==> config.mk <==
export PLATFORM = sky130hd
export DESIGN_NAME = conv2d_relu_engine
export DESIGN_NICKNAME = d
export VERILOG_FILES = /design/src/rtl/conv2d_relu_engine_pkg.sv /design/src/rtl/conv2d_relu_engine_wbuf.sv /design/src/rtl/conv2d_relu_engine.sv
export SDC_FILE = /design/constraint.sdc
export NUM_CORES = 1
export LEC_CHECK = 0
export CAP_MARGIN = 20
export CORE_AREA = 2 2 292 265
export CTS_CLUSTER_SIZE = 40
export DETAILED_ROUTE_END_ITERATION = 10
export DIE_AREA = 0 0 294 267
export GPL_ROUTABILITY_DRIVEN = 0
export PLACE_DENSITY = 0.51
export SYNTH_ARGS = -nofsm -noshare
export SYNTH_HDL_FRONTEND = slang
export SYNTH_SLANG_ARGS = --single-unit
==> constraint.sdc <==
create_clock -name clk -period 16 [get_ports clk]
set_clock_uncertainty 0.1 [all_clocks]
set_input_delay 1.6 -clock clk [delete_from_list [all_inputs] [get_ports clk]]
set_output_delay 1.6 -clock clk [all_outputs]
set_load 0.005 [all_outputs]
==> src/rtl/conv2d_relu_engine_pkg.sv <==
// Shared types and helpers for the conv2d_relu_engine slice.
// Optional feature macro: CONV2D_MAXPOOL2_EN (2x2 max pooling after ReLU).
package conv2d_pkg;

  typedef enum logic [2:0] {
    IDLE,
    LOAD_W,
    CONV,
    WRITE,
    DONE
  } state_t;

  // Address width for a memory of n words, never below 1 bit.
  function automatic int unsigned aw(input int unsigned n);
    return (n <= 1) ? 1 : $clog2(n);
  endfunction

  // Valid-convolution output side; clamped so a bad KER_DIM still elaborates to the error check.
  function automatic int unsigned out_dim(input int unsigned img, input int unsigned ker);
    return (ker > img) ? 1 : img - ker + 1;
  endfunction

  // Number of dom words written per run.
  function automatic int unsigned dom_words(input int unsigned img, input int unsigned ker,
                                            input int unsigned nk);
    int unsigned od;
    od = out_dim(img, ker);
`ifdef CONV2D_MAXPOOL2_EN
    return nk * (od / 2) * (od / 2);
`else
    return nk * od * od;
`endif
  endfunction

  // Arithmetic shift, clamp negatives to zero and positives to the signed DATA_W maximum.
  function automatic logic [63:0] relu_sat(input logic signed [63:0] acc, input int unsigned frac,
                                           input int unsigned dw);
    logic signed [63:0] r;
    logic signed [63:0] maxv;
    r    = acc >>> frac;
    maxv = (64'sd1 <<< (dw - 1)) - 64'sd1;
    if (r < 64'sd0)      return '0;
    else if (r > maxv)   return maxv;
    else                 return r;
  endfunction

endpackage

==> src/rtl/conv2d_relu_engine_wbuf.sv <==
// Kernel weight register file: KK entries, synchronous indexed write, combinational tap read.
module kernel_weight_buffer
  import conv2d_pkg::*;
#(
  parameter int unsigned DATA_W = 16,
  parameter int unsigned KK     = 9,
  localparam int unsigned IW    = aw(KK)
) (
  input  logic              clk,
  input  logic              reset,
  input  logic              wr_en,
  input  logic [IW-1:0]     wr_idx,
  input  logic [DATA_W-1:0] wr_data,
  input  logic [IW-1:0]     rd_idx,
  output logic [DATA_W-1:0] rd_data
);

  localparam logic [IW-1:0] LAST = IW'(KK - 1);

  logic [DATA_W-1:0] regs [KK];

  // Weight storage, cleared on reset.
  always_ff @(posedge clk) begin
    if (reset) begin
      for (int unsigned i = 0; i < KK; i++) regs[i] <= '0;
    end else if (wr_en && (wr_idx <= LAST)) begin
      regs[wr_idx] <= wr_data;
    end
  end

  // Tap read; out-of-range indices return zero.
  always_comb begin
    rd_data = '0;
    if (rd_idx <= LAST) rd_data = regs[rd_idx];
  end

endmodule

==> src/rtl/conv2d_relu_engine.sv <==
// Parametrised 2-D valid convolution with signed MAC, ReLU and saturating truncation.
// Optional feature macro: CONV2D_MAXPOOL2_EN (2x2 max pooling, one dom write per block).
module conv2d_relu_engine
  import conv2d_pkg::*;
#(
  parameter int unsigned DATA_W    = 16,
  parameter int unsigned FRAC_BITS = 16,
  parameter int unsigned IMG_DIM   = 16,
  parameter int unsigned KER_DIM   = 3,
  parameter int unsigned NUM_KER   = 8,
  parameter int unsigned ACC_W     = 2 * DATA_W + $clog2(KER_DIM * KER_DIM),
  localparam int unsigned BA = aw(NUM_KER * KER_DIM * KER_DIM),
  localparam int unsigned IA = aw(IMG_DIM * IMG_DIM),
  localparam int unsigned OA = aw(dom_words(IMG_DIM, KER_DIM, NUM_KER))
) (
  input  logic              clk,
  input  logic              reset,
  input  logic              xxx__dut__go,
  output logic              dut__xxx__finish,
  output logic [BA-1:0]     dut__bvm__address,
  output logic              dut__bvm__enable,
  output logic              dut__bvm__write,
  input  logic [DATA_W-1:0] bvm__dut__data,
  output logic [IA-1:0]     dut__dim__address,
  output logic              dut__dim__enable,
  output logic              dut__dim__write,
  input  logic [DATA_W-1:0] dim__dut__data,
  output logic [OA-1:0]     dut__dom__address,
  output logic [DATA_W-1:0] dut__dom__data,
  output logic              dut__dom__enable,
  output logic              dut__dom__write
);

  localparam int unsigned KK      = KER_DIM * KER_DIM;
  localparam int unsigned OUT_DIM = out_dim(IMG_DIM, KER_DIM);
  localparam int unsigned PW      = 2 * DATA_W;
  localparam int unsigned TW      = aw(KK + 1);
  localparam int unsigned KRW     = aw(KER_DIM);
  localparam int unsigned CW      = aw(OUT_DIM);
  localparam int unsigned KW      = aw(NUM_KER);
  localparam int unsigned IW      = aw(KK);

  localparam logic [TW-1:0]  TAP_END  = TW'(KK);
  localparam logic [KRW-1:0] KER_LAST = KRW'(KER_DIM - 1);
  localparam logic [CW-1:0]  OUT_LAST = CW'(OUT_DIM - 1);
  localparam logic [KW-1:0]  KRN_LAST = KW'(NUM_KER - 1);

  if (KER_DIM > IMG_DIM) begin : g_chk_ker
    $error("conv2d_relu_engine: KER_DIM must not exceed IMG_DIM");
  end
  if (ACC_W > 64) begin : g_chk_acc
    $error("conv2d_relu_engine: ACC_W above 64 bits is not supported");
  end
`ifdef CONV2D_MAXPOOL2_EN
  if ((OUT_DIM % 2) != 0) begin : g_chk_pool
    $error("conv2d_relu_engine: OUT_DIM must be even for 2x2 pooling");
  end
`endif

  state_t                   state, state_nx;
  logic [TW-1:0]            tap;
  logic [KRW-1:0]           tr, tc;
  logic [CW-1:0]            row, col;
  logic [KW-1:0]            kern;
  logic [OA-1:0]            out_cnt;
  logic signed [ACC_W-1:0]  acc;
  logic signed [PW-1:0]     prod;
  logic [DATA_W-1:0]        w_rd, result, wr_val;
  logic                     wr_now, col_end, row_end, last_pix, tap_issue;

  assign tap_issue = (tap != TAP_END);
  assign col_end   = (col == OUT_LAST);
  assign row_end   = (row == OUT_LAST);
  assign last_pix  = col_end && row_end;
  assign prod      = PW'($signed(dim__dut__data)) * PW'($signed(w_rd));
  assign result    = DATA_W'(relu_sat(64'(acc), FRAC_BITS, DATA_W));

`ifdef CONV2D_MAXPOOL2_EN
  logic [1:0]        sub;
  logic [DATA_W-1:0] pool_max;
  // Pool value is the running block max; results are non-negative after ReLU.
  assign wr_val = ((sub == 2'd0) || (result > pool_max)) ? result : pool_max;
  assign wr_now = (sub == 2'd3);
`else
  assign wr_val = result;
  assign wr_now = 1'b1;
`endif

  kernel_weight_buffer #(.DATA_W(DATA_W), .KK(KK)) u_wbuf (
    .clk     (clk),
    .reset   (reset),
    .wr_en   ((state == LOAD_W) && (tap != '0)),
    .wr_idx  (IW'(tap - 1'b1)),
    .wr_data (bvm__dut__data),
    .rd_idx  ((tap != '0) ? IW'(tap - 1'b1) : '0),
    .rd_data (w_rd)
  );

  // State register.
  always_ff @(posedge clk) begin
    if (reset) state <= IDLE;
    else       state <= state_nx;
  end

  // Next-state logic.
  always_comb begin
    state_nx = state;
    case (state)
      IDLE:    if (xxx__dut__go) state_nx = LOAD_W;
      LOAD_W:  if (!tap_issue) state_nx = CONV;
      CONV:    if (!tap_issue) state_nx = WRITE;
      WRITE: begin
        if (!last_pix)              state_nx = CONV;
        else if (kern != KRN_LAST)  state_nx = LOAD_W;
        else                        state_nx = DONE;
      end
      DONE:    state_nx = IDLE;
      default: state_nx = IDLE;
    endcase
  end

  // Memory strobes and addresses, zero whenever the matching strobe is low.
  always_comb begin
    dut__xxx__finish  = (state == IDLE);
    dut__bvm__write   = 1'b0;
    dut__dim__write   = 1'b0;
    dut__bvm__enable  = (state == LOAD_W) && tap_issue;
    dut__dim__enable  = (state == CONV) && tap_issue;
    dut__dom__enable  = (state == WRITE) && wr_now;
    dut__dom__write   = dut__dom__enable;
    dut__bvm__address = '0;
    dut__dim__address = '0;
    dut__dom__address = '0;
    dut__dom__data    = '0;
    if (dut__bvm__enable)
      dut__bvm__address = BA'(32'(kern) * KK + 32'(tap));
    if (dut__dim__enable)
      dut__dim__address = IA'((32'(row) + 32'(tr)) * IMG_DIM + 32'(col) + 32'(tc));
    if (dut__dom__enable) begin
      dut__dom__address = out_cnt;
      dut__dom__data    = wr_val;
    end
  end

  // Counters, MAC accumulator and pooling register.
  always_ff @(posedge clk) begin
    if (reset) begin
      tap     <= '0;
      tr      <= '0;
      tc      <= '0;
      row     <= '0;
      col     <= '0;
      kern    <= '0;
      out_cnt <= '0;
      acc     <= '0;
`ifdef CONV2D_MAXPOOL2_EN
      sub      <= '0;
      pool_max <= '0;
`endif
    end else begin
      case (state)
        IDLE: if (xxx__dut__go) begin
          tap     <= '0;
          tr      <= '0;
          tc      <= '0;
          row     <= '0;
          col     <= '0;
          kern    <= '0;
          out_cnt <= '0;
`ifdef CONV2D_MAXPOOL2_EN
          sub     <= '0;
`endif
        end
        LOAD_W: tap <= tap_issue ? tap + 1'b1 : '0;
        CONV: begin
          tap <= tap_issue ? tap + 1'b1 : '0;
          if (tap_issue) begin
            if (tc == KER_LAST) begin
              tc <= '0;
              tr <= (tr == KER_LAST) ? '0 : tr + 1'b1;
            end else begin
              tc <= tc + 1'b1;
            end
          end
          // Read data lags the address by one cycle, so tap 1 carries the first product.
          if (tap == TW'(1))    acc <= ACC_W'(prod);
          else if (tap != '0)   acc <= acc + ACC_W'(prod);
        end
        WRITE: begin
          tr <= '0;
          tc <= '0;
          if (wr_now) out_cnt <= out_cnt + 1'b1;
          if (last_pix && (kern != KRN_LAST)) kern <= kern + 1'b1;
`ifdef CONV2D_MAXPOOL2_EN
          pool_max <= wr_val;
          sub      <= sub + 1'b1;
          // Walk each 2x2 block (TL, TR, BL, BR) before stepping to the next block.
          case (sub)
            2'd0: col <= col + 1'b1;
            2'd1: begin row <= row + 1'b1; col <= col - 1'b1; end
            2'd2: col <= col + 1'b1;
            default: begin
              if (last_pix) begin
                row <= '0;
                col <= '0;
              end else if (col_end) begin
                col <= '0;
                row <= row + 1'b1;
              end else begin
                col <= col + 1'b1;
                row <= row - 1'b1;
              end
            end
          endcase
`else
          if (col_end) begin
            col <= '0;
            row <= row_end ? '0 : row + 1'b1;
          end else begin
            col <= col + 1'b1;
          end
`endif
        end
        default: ;
      endcase
    end
  end

endmodule

==> results by stage, run 1 <==
Status:
- The flow ran to the end, and the final reports show no timing, DRC or antenna violations.

Clock network:
- CTS built an H-tree with a depth of 1.
- Once the clock tree was built, the resizer swapped 0 gates to a different size.
- The total clock sinks is 213.
- The root buffer cell chosen for the clock tree is clkbuf_16.
- The buffer depth of the longest clock path is 3.
- The clock slew seen by the registers of the worst setup and hold paths is 0.06 ns.
- After clock tree synthesis, the setup repair step added 0 buffers.
- The CTS tree is built.
- The count of hold buffers inserted by post-cts repair is 0.
- For the worst-skew pair, the clock arrives at the later sink with an insertion delay of 0.56 ns.
- Buffers inserted during clock tree synthesis total 25.

Floorplanning:
- The die area is 0.0785 mm^2.
- Row generation in the floorplan step produced 96 rows.
- The region available for standard cell placement spans 0.0756 mm^2.
- The I/O pin count is 84.
- The height of the die is 267 um.
- The floorplan step set the die width to 294 um.
- The starting density of the core is 29.7%.

Cells and area:
- From synthesis to final layout, the design area changed by 11.3%.
- The proportion of layout cells with a drive suffix above 1 is 4.14%.
- The sequential cells in the finished layout cover a total of 0.00571 mm^2.
- For this run, the share of the core covered by cells in the final layout is 33.0%.
- The multi-input combinational cells in the finished layout cover a total of 0.0150 mm^2.
- The repair_antennas step left the layout with diodes totalling 0.
- The top cell types in the final layout, fill and taps aside, are inv_1 (332), fa_1 (267), and2_1 (242), nand2_1 (207), edfxtp_1 (144).
- The filler cell count in the final layout is 7643.
- The leading cell type in the layout, fill and taps excluded is inv_1.
- The final layout net count is 2817.

GRT:
- The maximum number of pins on one net before global-route repair is 58.
- The first-pass GRT wire length is 97.4 mm.
- The initial antenna violation count is 2.
- For this run the aggregate overflow at the end of global routing stands at 0.
- The combined global-route utilization of all metal layers is 15.6%.
- The number of global-route vias before repair is 17400.

Worst setup path:
- The slowest stage cell on the critical path is a32o_1.
- The nature of the critical path endpoint is a register.
- The worst setup path is of the register to register kind.
- The startpoint kind of the worst setup timing path is a register.
- The terminus of the critical flop-to-flop path is acc[35].
- STA puts the critical path data required time at 16.38 ns.
- Among the stages of the critical path, the cell type that occurs most often is inv_1.
- The depth of the most critical reg-to-reg path is 40.
- The highest net fanout along the worst path is 46.
- Data arrives at the worst endpoint at 11.99 ns.
- In this run the critical register-to-register path is launched from tap[1].
- Setup slack on the worst reg-to-reg path comes out at 4.38 ns.
- The delay of the slowest cell on the worst path is 0.77 ns.

Timing:
- The remaining max-slew budget at the tightest pin is 31.2%.
- The maximum clock rate is 86.1 MHz.
- The worst path uses 72.6% of the clock period.
- The count of final hold-check violations is 0.
- For the finished layout, the period the worst path requires is 11.62 ns.
- Setup repair after global routing left no endpoint under its margin.
- The post-route worst setup slack is 4.38 ns.
- The final number of max-transition violations was 0.
- The count of endpoints failing setup in the final report is 0.
- The final-layout setup total negative slack is 0 ns.
- For the pin with the worst max-slew slack, the measured transition is 1.03 ns.

Drt:
- The DRC violation total after the first TritonRoute iteration is 881.
- In the routed layout, each cell is associated on average with a via count of 4.93.
- The DRC violation count after routing is 0.
- The number of vias in the routed layout is 16600.
- The average wire per standard cell is 17.8 um.
- The antenna violation net count after detailed routing is 0.
- The first-pass iteration count of the detailed router is 6.
- The total wire length is 60.0 mm.

Synthesis:
- The portion of the post-synthesis area used by sequential elements is 25.4%.
- For this run, asynchronously set or reset flops after synthesis account for 0%.
- The synthesized design contains 213 register bits.
- The synthesized netlist occupies a cell area of 0.0224 mm^2.
- After synthesis, the largest area contributor takes up 23.8% of total cell area.
- The synthesized design contains 144 enable-type register cells.
- The primary flip-flop cell chosen by synthesis mapping is edfxtp_1.
- The largest total area in the synthesized netlist belongs to fa_1.
- The number of warning messages in the yosys log is 0.
- The post-synthesis cell count is 2366.
- By area the synthesized netlist is led by fa_1 (24%), edfxtp_1 (19%), ha_1 (7.9%), and2_1 (6.7%), dfxtp_1 (6.2%).
- The per-instance average area after synthesis is 9.48 um^2.
- The number of distinct library cells after synthesis is 81.

Flow run:
- Across the run, the number of max-cap violations was 0.

Place:
- The sum of net half-perimeters after detailed placement is 45.6 mm.
- The count of port buffers added during placement is 80.
- At the placement stage, the worst setup path has a slack of 4.20 ns.

Hold path:
- For hold timing, the worst endpoint is acc[2].
- The worst hold path begins at acc[2].
- The path class of the tightest hold or removal check is register to register.
- The worst hold path cell count is 2.
cells in the mapped netlist (28+ instances only):
library cell  number
inv_1            332
fa_1             267
and2_1           242
nand2_1          207
edfxtp_1         144
ha_1             141
nor2_1           136
a21oi_1           94
clkbuf_1          88
and3_1            70
dfxtp_1           69
o21ai_0           61
xnor2_1           55
mux2i_1           54
o221ai_1          28
per-stage QoR:
step / cell area, um^2 / hold WS (ns) / cells
floorplan: 22400 / 0.336 / 2368
global placement: 24100 / 0.346 / 3324
detailed placement: 24100 / 0.357 / 3324
CTS: 24900 / 0.366 / 3367
global route: 25000 / 0.415 / 3370
finish: 25000 / 0.370 / 3370
per-layer routing:
metal / vias up / global-route usage (%) / routed length, um
li1: 7850 / - / -
met1: 8342 / 21.4 / 27700
met2: 362 / 26.6 / 28800
met3: 62 / 1.42 / 2520
met4: 0 / 3.46 / 1050
met5: - / 0 / 0
sequential cells by signal (all words and copies together) (netlist names):
| signal | count |
|---|---|
| state | 3 |
| tap | 4 |
| out_cnt | 11 |
| col | 4 |
| tc | 2 |
| acc | 36 |
| tr | 2 |
| row | 4 |
| kern | 3 |
| u_wbuf.regs | 144 |
worst max-delay path, delay by kind of cell, from the launching register on:
family	cells	cell delay, ns
xor gates and xnor gates	1	0.13
buffers and inverters	9	1.33
adders and majority gates	9	4.33
muxes	1	0.11
AOI/OAI and AO/OA	12	3.23
and+or+nand+nor	8	1.84
DFF	1	0.45
worst max-delay path by stage:
stage | start | endpoint | slack (ns) | cells after the start
2_1_floorplan | tap[0] | acc[35] | 6.23 | 42
3_3_place_gp | tap[1] | acc[35] | 4.52 | 37
3_5_place_dp | tap[1] | acc[35] | 4.20 | 37
4_1_cts | tap[1] | acc[35] | 4.18 | 37
5_1_grt | tap[1] | acc[35] | 3.54 | 40
6_report | tap[1] | acc[35] | 4.38 | 40
final cells by class:
cell class,count,area share [%]
Sequential cell,213,22.9
Tap cell,980,4.91
Clock inverter,9,0.461
Multi-Input combinational cell,1700,60.1
Clock buffer,34,2.78
Timing Repair Buffer,101,3.85
Inverter,333,5.01
logic make-up after synthesis:
kind of cell | share of synthesized area, %
compound gates | 11.6
xor+xnor | 3.09
fa+ha+maj | 31.7
buf+inv | 7.83
flops | 25.4
mux | 2.41
other cells | 0.0167
simple gates | 18.0
Power of run 1 is left out: the tool's default activity adds up to more than one toggle a clock period on the data nets, which glitch-free logic cannot reach.
==> run 2, diff against run 1 <==
PLACE_DENSITY = 0.52   (was 0.51)
clock period = 10.1 ns   (was 16 ns; I/O delays follow)
==> run 2 against run 1 <==
First-iteration DRC count grew 1.7%; critical path depth fell by 3; sequential share of layout area decreased by 0.97 points; fmax is 20% higher; via count grew 3.1%; routed wire length increased by 2.6%; utilization grew 1.5 points; non-clock buffer count rose by 89; count of clock-buffer cells in the layout decreased by 3; global-route usage is essentially flat; sequential cell count did not move; worst hold slack worse by 0.012 ns.
==> results by stage, run 2 (same netlist as run 1, synthesis figures left out) <==
Status:
- The flow ran to the end, and the final reports show no timing, DRC or antenna violations.

Floorplanning:
- The height of the die came to 267 um (unchanged).
- The floorplan die width came to 294 um (unchanged).
- The area of the core is 0.0756 mm^2 (unchanged).
- The I/O pin count came to 84 (unchanged).
- The site row count is 96 (unchanged).
- The starting density of the core is 29.7% (unchanged).
- The die area is 0.0785 mm^2 (unchanged).

Timing:
- The final number of max-transition violations came to 0 (unchanged).
- The period utilization was 96.2% (+24 points).
- The count of final hold-check violations is 0 (unchanged).
- The maximum clock rate came to 103 MHz (+20%).
- The minimum clock period came to 9.72 ns (-1.90 ns).
- The slew at the pin closest to its max-slew limit was 1.07 ns (+0.0423 ns).
- The count of endpoints failing setup in the final report was 0 (unchanged).
- The remaining max-slew budget at the tightest pin was 28.4% (-2.8 points).

Cells and area:
- The final layout net count was 2909 (+3.3%).
- The proportion of layout cells with a drive suffix above 1 is 9.82% (+5.7 points).
- In the layout the commonest cells are inv_1 (328), fa_1 (266), and2_1 (242), nand2_1 (206), edfxtp_1 (144).
- The final cell count without fillers is 3464 (+2.8%).
- From synthesis to final layout, the design area changed by 16.2%.
- The flip-flop count of the largest register after layout was 144 (unchanged).
- More flip-flops sit in one register than any other, and that register is u_wbuf.regs.
- In the final layout, the registers with the most flip-flops are u_wbuf.regs: 144 flops, acc: 36 flops, out_cnt: 11 flops.
- The final antenna diode count came to 0 (unchanged).
- The leading cell type in the layout, fill and taps excluded is inv_1.

Place:
- The cell total after placement is 3396 (+2.2%).
- The sum of net half-perimeters after detailed placement is 46.1 mm (+1.1%).
- The count of port buffers added during placement is 80 (unchanged).

GRT:
- The maximum number of pins on one net before global-route repair was 72 (+24%).
- The number of global-route vias before repair is 17700 (+1.5%).
- The overall overflow remaining after global route came to 0 (unchanged).
- The initial antenna violation count was 2 (unchanged).
- The first-pass GRT wire length came to 98.5 mm (+1.1%).
- The combined global-route utilization of all metal layers is 15.7% (+0.043 points).

Flow run:
- The number of max-capacitance violations reported is 0 (unchanged).

Drt:
- The DRC violation total after the first TritonRoute iteration came to 896 (+1.7%).
- The average wire per standard cell is 17.8 um (-0.17%).
- The total wire length is 61.6 mm (+2.6%).
- The number of vias in the routed layout is 17100 (+3.1%).
- The antenna violation net count after detailed routing is 0 (unchanged).
- The DRC violation count after routing is 0 (unchanged).
- The post-detailed-route via-to-cell ratio came to 4.95 (+0.34%).
- The first-pass iteration count of the detailed router was 5 (-1).

Worst setup path:
- The startpoint kind of the worst setup timing path is a register.
- The arrival time of the worst setup path came to 10.05 ns (-1.94 ns).
- The delay of the slowest cell on the worst path is 0.55 ns (-0.22 ns).
- The data required time at the worst endpoint came to 10.44 ns (-5.94 ns).
- The launching point of the worst reg2reg path is tap[1].
- The setup path with the least slack is of type register to register.
- The slowest stage of the critical path belongs to the cell fa_1.
- The depth of the most critical reg-to-reg path was 37 (-7.5%).
- The worst register-to-register path ends at acc[30].
- The highest net fanout along the worst path is 16 (-65%).
- The nature of the critical path endpoint is a register.
- The internal reg-to-reg setup slack came to 0.38 ns (-4.00 ns).
- Among the stages of the critical path, the cell type that occurs most often is fa_1.

Clock network:
- TritonCTS built the clock tree.
- The root buffer cell chosen for the clock tree is clkbuf_16.
- The number of clock buffers inserted by TritonCTS is 25 (unchanged).
- The clock slew seen by the registers of the worst setup and hold paths was 0.06 ns (about the same).
- The count of hold buffers inserted by post-cts repair is 0 (unchanged).
- The H-tree depth came to 1 (unchanged).
- The clock latency reported for the late side of the worst-skew pair is 0.55 ns (about the same).
- The total clock sinks is 213 (unchanged).
- The buffer depth of the longest clock path is 3 (unchanged).

Hold path:
- The path class of the tightest hold or removal check is register to register.
- For hold timing, the worst endpoint is acc[2].
- The worst hold path cell count came to 2 (unchanged).
- The startpoint identified for the worst hold timing path is acc[2].
==> run 2: cell types whose count changed in the layout (fill, tap and decap cells not counted), moves of 4 or more <==
cell / change
o21ai_0: -6
a21oi_1: -4
a32o_1: -10
a32o_2: +13
buf_12: +4
o21ai_1: +5
buf_4: +78
inv_1: -4
ha_1: -6
==> run 2: how the worst max path moves through the flow <==
stage               cells past startpoint  slack [ns]      end   start
floorplan                              42        0.33  acc[35]  tap[0]
global placement                       38       -0.26  acc[35]  tap[0]
detailed placement                     38       -0.32  acc[35]  tap[0]
CTS                                    40       0.008  acc[35]  tap[0]
global route                           40       -0.04  acc[35]  tap[1]
finish                                 37        0.38  acc[30]  tap[1]
==> run 2: worst max-delay path, delay by kind of cell, from the launching register on <==
kind	cells	cell delay, ns
AOI/OAI and AO/OA	13	3.08
xor gates and xnor gates	2	0.44
adders and majority gates	9	4.17
buffers and inverters	8	0.81
DFF	1	0.32
muxes	1	0.22
and+or+nand+nor	4	0.43
==> run 2: metal layers <==
layer / share of wire (%) / GRT usage (%) / vias to the layer above
met5: 0 / 0 / -
met4: 1.7 / 3.06 / 0
met3: 4.2 / 1.38 / 63
met2: 47 / 25.8 / 370
met1: 47 / 22.4 / 8654
li1: - / - / 8050
==> run 2: per-stage QoR <==
step / TNS (ns) / worst slack, ns / utilization, % / hold WS [ns] / area (um^2)
2_1_floorplan: 0 / 0.325 / - / 0.336 / 22400
3_5_place_dp: -1.27 / -0.324 / 32.7 / 0.355 / 24700
4_1_cts: 0 / 0.00848 / 33.8 / 0.362 / 25500
3_3_place_gp: -0.440 / -0.264 / 32.7 / 0.346 / 24700
6_report: 0 / 0.384 / 34.5 / 0.359 / 26100
5_1_grt: -0.0728 / -0.0401 / 34.5 / 0.394 / 26100
==> run 2: cell type report <==
| type | count | area (um^2) |
|---|---|---|
| clock inverter | 14 | 169 |
| fill | 7636 | 49500 |
| tap | 980 | 1230 |
| sequential | 213 | 5710 |
| inverter | 333 | 1260 |
| timing repair buffer | 190 | 1750 |
| clock buffer | 31 | 658 |
| multi-input combinational | 1703 | 15300 |
==> run 2: repair_timing <==
item                       in CTS  in global routing
setup endpoints to repair      12                 14
buffers inserted                0                 17
gates resized for setup        12                 67
pin swaps                       1                 21
cloned                          0                  6
Power of run 2 is left out for the same reason.
